[config.mk]
export PLATFORM = sky130hd
export DESIGN_NAME = pipe_skid_2
export DESIGN_NICKNAME = d
export VERILOG_FILES = /design/src/rtl/pipe_skid_2.sv
export SDC_FILE = /design/constraint.sdc
export NUM_CORES = 1
export LEC_CHECK = 0
export BUFFER_PORTS_ARGS = -buffer_cell sky130_fd_sc_hd__buf_2
export CORE_AREA = 2 2 63 109
export CTS_BUF_LIST = sky130_fd_sc_hd__clkbuf_16
export DETAILED_ROUTE_END_ITERATION = 7
export DIE_AREA = 0 0 65 111
export SLEW_MARGIN = 10
export SYNTH_ARGS = -nofsm -noshare
export SYNTH_HDL_FRONTEND = slang
export SYNTH_SLANG_ARGS = --single-unit
[constraint.sdc]
create_clock -name clk -period 3 [get_ports clk]
set_clock_uncertainty 0.2 [all_clocks]
set_input_delay 0 -clock clk [delete_from_list [all_inputs] [get_ports clk]]
set_output_delay 0 -clock clk [all_outputs]
set_load 0.005 [all_outputs]
[src/rtl/pipe_skid_2.sv]
// Two-lane valid/ready pipeline stage with a one-entry skid buffer.
// Paired words travel together; a stall reaches the producer one cycle late through a registered s_ready.
module pipe_skid_2 #(
  parameter int WIDTH = 8
) (
  input  logic             clk,
  input  logic             reset,
  input  logic             flush,
  input  logic             s_valid,
  output logic             s_ready,
  input  logic [WIDTH-1:0] s_d1,
  input  logic [WIDTH-1:0] s_d2,
  output logic             m_valid,
  input  logic             m_ready,
  output logic [WIDTH-1:0] m_q1,
  output logic [WIDTH-1:0] m_q2,
  output logic [1:0]       count
);

  typedef enum logic [1:0] {
    EMPTY = 2'd0,
    BUSY  = 2'd1,
    FULL  = 2'd2
  } state_t;

  state_t           state_r;
  logic             m_valid_r;
  logic             s_ready_r;
  logic [1:0]       count_r;
  logic [WIDTH-1:0] main_q1_r;
  logic [WIDTH-1:0] main_q2_r;
  logic [WIDTH-1:0] skid_q1_r;
  logic [WIDTH-1:0] skid_q2_r;
  logic             accept_s;
  logic             deliver_s;

  // Handshake qualifiers, built only from registered flags so m_ready never reaches s_ready.
  always_comb begin
    accept_s  = 1'b0;
    deliver_s = 1'b0;
    if (s_valid && s_ready_r) begin
      accept_s = 1'b1;
    end else begin
      accept_s = 1'b0;
    end
    if (m_valid_r && m_ready) begin
      deliver_s = 1'b1;
    end else begin
      deliver_s = 1'b0;
    end
  end

  // State machine with registered status flags and data registers.
  always_ff @(posedge clk) begin
    if (!reset || flush) begin
      state_r   <= EMPTY;
      m_valid_r <= 1'b0;
      s_ready_r <= 1'b1;
      count_r   <= 2'd0;
      main_q1_r <= {WIDTH{1'b0}};
      main_q2_r <= {WIDTH{1'b0}};
      skid_q1_r <= {WIDTH{1'b0}};
      skid_q2_r <= {WIDTH{1'b0}};
    end else begin
      case (state_r)
        EMPTY: begin
          if (accept_s) begin
            main_q1_r <= s_d1;
            main_q2_r <= s_d2;
            state_r   <= BUSY;
            m_valid_r <= 1'b1;
            s_ready_r <= 1'b1;
            count_r   <= 2'd1;
          end
        end
        BUSY: begin
          if (accept_s && deliver_s) begin
            main_q1_r <= s_d1;
            main_q2_r <= s_d2;
          end else if (accept_s) begin
            // Consumer stalled: park the new beat behind the one on display.
            skid_q1_r <= s_d1;
            skid_q2_r <= s_d2;
            state_r   <= FULL;
            s_ready_r <= 1'b0;
            count_r   <= 2'd2;
          end else if (deliver_s) begin
            state_r   <= EMPTY;
            m_valid_r <= 1'b0;
            count_r   <= 2'd0;
          end
        end
        FULL: begin
          if (deliver_s) begin
            main_q1_r <= skid_q1_r;
            main_q2_r <= skid_q2_r;
            state_r   <= BUSY;
            s_ready_r <= 1'b1;
            count_r   <= 2'd1;
          end
        end
        default: begin
          state_r   <= EMPTY;
          m_valid_r <= 1'b0;
          s_ready_r <= 1'b1;
          count_r   <= 2'd0;
        end
      endcase
    end
  end

  assign s_ready = s_ready_r;
  assign m_valid = m_valid_r;
  assign count   = count_r;
  assign m_q1    = main_q1_r;
  assign m_q2    = main_q2_r;

endmodule

* Word level (Yosys, flattened, before mapping)
Cells that the tools add are included.
** Word-level totals
- Bits in read-only memories :: 0
- RAM bits :: 0
- Output and inout bits :: 20
- Register bits :: 36
- Latch bits :: 0
- Memories :: 0
- Logic and storage cells :: 56
** Operators by class
- Shifts and indexed selects :: 0
- Equal/unequal tests :: 10
- $lt $le $gt $ge :: 0
- Reduce and logical (&&, ||, !) cells :: 12
- Add/sub/neg operators :: 0
- Multiply operators :: 0
- Divide/modulo/power cells :: 0
- Multiplexer cells :: 25
- Bitwise operators :: 2
** Operators with widths (number)
- 8-bit two-way mux :: 6
- 8-bit one-hot mux with 3 select lines :: 2
- 2-bit inequality test, second input constant :: 7
- 4-bit AND reduction :: 3
- 2-bit two-way mux :: 5
- 1-bit two-way mux :: 9
- 1-bit one-hot mux with 3 select lines :: 2
- 2-bit one-hot mux with 3 select lines :: 1
- 5-bit AND reduction :: 1
- 1-bit logical AND :: 3
- 3-bit inequality test, second input constant :: 1
- 3-bit AND reduction :: 1
- 3-bit nonzero test :: 1
- 2-bit by 1-bit equality test with 1-bit output, second input constant :: 1
- 2-bit equality test, second input constant :: 1
- 2-bit zero test :: 1
- 1-bit inverter :: 2
- 1-bit zero test :: 1
- 1-bit logical OR :: 1

* Longest topological paths before layout
- Word-level depth :: 6
- Depth in mapped cells :: 5
- Mapped depth without buffers :: 3

* Worst setup path before layout
OpenSTA, ideal clock, no wires.
- Kind :: register to register
- From :: register, netlist name count[0]
- To :: register main_q1_r[5], in the netlist m_q1[5]
- Clock period less this slack :: 1.525 ns
- Cell stages (with the launch flop) :: 6
- Path buffers :: 2
- Setup slack :: 1.475 ns
- Arrival :: 1.192 ns
- Cell sequence :: dfxtp_1 -> a21bo_1 -> buf_2 -> buf_6 -> a211oi_2 -> a211oi_2
** RTL lines
- end signal: assignment :: RTL line 60 : main_q1_r <= {WIDTH{1'b0}};
- end signal: assignment :: RTL line 95 : main_q1_r <= skid_q1_r;
- end: declaration :: RTL line 30 : logic [WIDTH-1:0] main_q1_r;

==> reports/metrics.cfg <==
[outcome]
result_of_the_run=complete, no violations

[clocking]
clk_root_buffer_cell=clkbuf_16
cts_made_buffers=5
clkSlewWorstSetupHoldPaths_ns=0.06
cts_max_path_buffers=2
postCtsSetupRepairBufs=0
ctsResizeCount=0
clock_insertion_delay_worst_skew_ns=0.28
cts_hold_buf=21
htree_num_levels=2
cts_num_sinks=36
tritoncts=done

[min_path]
worstHoldEndpoint=skid_q2_r[0]$_SDFFE_PP0P_
min_delay_path_depth=4
holdCritPathClass=primary input to register
timing.hold.worst.start=reset

[global_routing]
grt.total_usage_pct=13.7
grt_pass1_vias=1593
number_of_antenna_violations_at_the_first_check_in_global_routing=0
overflow=0
grt_first_pass_wirelength_um=7730
grt_max_degree=34

[drt]
dr.first_iter.drc_count=51
wl_per_cell_um=14.6
drt-vias-per-instance=5.00
first_pass_iters=4
total_wire_length_after_detailed_routing_um=4590
routed-via-count=1569
remaining_drc_errors=0
post_route_antenna_net_violation_count=0

[synth]
synth_nets=198
mappedNetlistArea_mm2=0.00184
flop_and_latch_count_out_of_synthesis=36
ys_seq_area_share_pct=39.2
synth_enable_flop_cells=0
synth.yosys.warnings=0
netlist_instances=177
post_synth.cell_area_avg_um2=10.4
ys_top_cells_by_area=dfxtp_1, a211oi_2, mux2i_1
synth_top_cells_by_count=dfxtp_1, a211oi_2, a21oi_1
ys_dominant_reg_cell=dfxtp_1
synth_async_sr_flop_share_pct=0
synth_largest_area_cell=dfxtp_1
yosysMostFrequentCell=dfxtp_1
area_share_of_the_largest_cell_type_after_synthesis_pct=39.2
yosysUniqueCellTypes=34

[critical_path]
critical_path_class=register to register
r2r.worst_path.cells=3
crit_chain=nand3b_2, o22ai_4, a211oi_1
crit_path_max_fanout=18
rr_endpoint=m_q1[7]$_SDFFE_PP0P_
crit_slowest_cell=o22ai_4
start_kind=register
endpoint_kind=register
rr_startpoint=count[1]$_SDFFE_PP0P_
wp_data_arrival_ns=1.93
reg2reg_slack_ns=1.0
required_time_at_the_endpoint_of_the_critical_path_ns=2.93
cpPeakStageDelay_ns=0.62

[sta]
finalMaxSlewViolations=0
setup-tns-final_ns=0
period_utilisation_layout_pct=66.7
max_clock_freq_mhz=500
final-setup-viol-count=0
worst_slew_pin_slew_ns=0.660
max-slew-margin-rel_pct=56.0
setup_repair_after_global_routing_missed_its_margin=false
timing.final.hold_violations=0
time_the_final_worst_path_needs_with_i_o_delays_and_setup_ns=2.00

[power]
total_leakage_power_nw=0.986
power_density_mw_per_mm2=529
vdd_ir_drop_max_mv=0.252

[layout]
layout-drive-gt1-share_pct=34.1
layout.nets=252
n_antenna_cell=0
final.fill_count=662
area_growth_syn_to_layout_pct=29.9
instances_no_fill=314
final_core_utilization_pct=37.3

[floorplan]
die_width_um=65
floorplan.io_pins=41
die-area_mm2=0.00722
start_util_pct=28.7
core_mm2=0.00639
total_number_of_placement_rows=39
chip_height_um=111

[placement]
gp_congestion=0.782
placement.io_buffers=40
place.detailed.hpwl_um=2860
numPlacedInstances=285

[flow_run]
max_cap_violations=0

## flip-flops by register name, indices dropped and copies added (netlist names)
name / flops
m_valid: 1
m_q2: 8
count: 2
skid_q1_r: 8
m_q1: 8
skid_q2_r: 8
s_ready: 1
## layout make-up
cell class                 count  area (um^2)  area share (%)
clock buffer                   5          125            5.24
clock inverter                 3         42.5            1.78
inverter                       1         3.75           0.157
multi-input combinational    121          943            39.5
sequential                    36          721            30.2
tap                           82          103            4.30
timing repair buffer          66          448            18.8
## per-layer routing
layer  track usage, %  wire length, um
met5                0                0
met4             5.53               71
met3             2.54              174
met2             24.9             2550
met1             15.0             1800
## through the flow
stage          hold slack, ns  total power (W)  setup WS, ns  instance area, um^2
2_1_floorplan         -0.0736         0.000626          1.48                 1840
3_3_place_gp           0.0541         0.000667          1.02                 2010
3_5_place_dp           0.0529         0.000668         0.975                 2010
4_1_cts                0.0981          0.00128         0.976                 2390
5_1_grt                 0.128          0.00131         0.828                 2390
6_report               0.0925          0.00126          1.00                 2390
## worst max path at each step
stage,start,to,slack (ns),depth (start not counted)
floorplan,count[0]$_SDFFE_PP0P_,m_q1[5]$_SDFFE_PP0P_,1.48,5
global placement,count[1]$_SDFFE_PP0P_,m_q2[7]$_SDFFE_PP0P_,1.02,3
detailed placement,count[1]$_SDFFE_PP0P_,m_q2[0]$_SDFFE_PP0P_,0.98,3
CTS,count[1]$_SDFFE_PP0P_,m_q1[1]$_SDFFE_PP0P_,0.98,3
global route,count[1]$_SDFFE_PP0P_,m_q2[7]$_SDFFE_PP0P_,0.83,3
finish,count[1]$_SDFFE_PP0P_,m_q1[7]$_SDFFE_PP0P_,1.0,3
## power breakdown
group	switching [W]	leakage, nW	total [W]	internal, W
Clock	0.000197	0.0798	0.000587	0.000390
Sequential	0.0000124	0.292	0.000506	0.000493
Combinational	0.0000894	0.614	0.000170	0.0000807
## layout by cell type (no fill, tap or decap), types with 2 or more instances in the layout
cell,count
mux2i_1,16
a21oi_1,18
buf_2,40
buf_4,5
nand2_1,4
dfxtp_1,36
clkbuf_16,5
nand3_1,16
o21ai_1,7
nand2b_1,2
o21ai_0,11
a211oi_1,10
dlygate4sd3_1,21
a211oi_2,22
## kinds of logic (layout without fill, tap and decap cells)
| logic type | after synthesis | count (layout) | synth area share [%] |
|---|---|---|---|
| flip-flops | 36 | 36 | 39.2 |
| AO/OA/AOI/OAI | 74 | 74 | 33.0 |
| AND/OR/NAND/NOR | 31 | 31 | 9.67 |
| multiplexers | 16 | 16 | 8.72 |
| buffers and inverters | 20 | 75 | 9.40 |
## critical path, delay by kind of cell, from the launching register on
kind,cells,cell delay [ns]
compound gates,2,0.77
simple gates,1,0.49
flops,1,0.38
(Power assumes the default switching activity.)
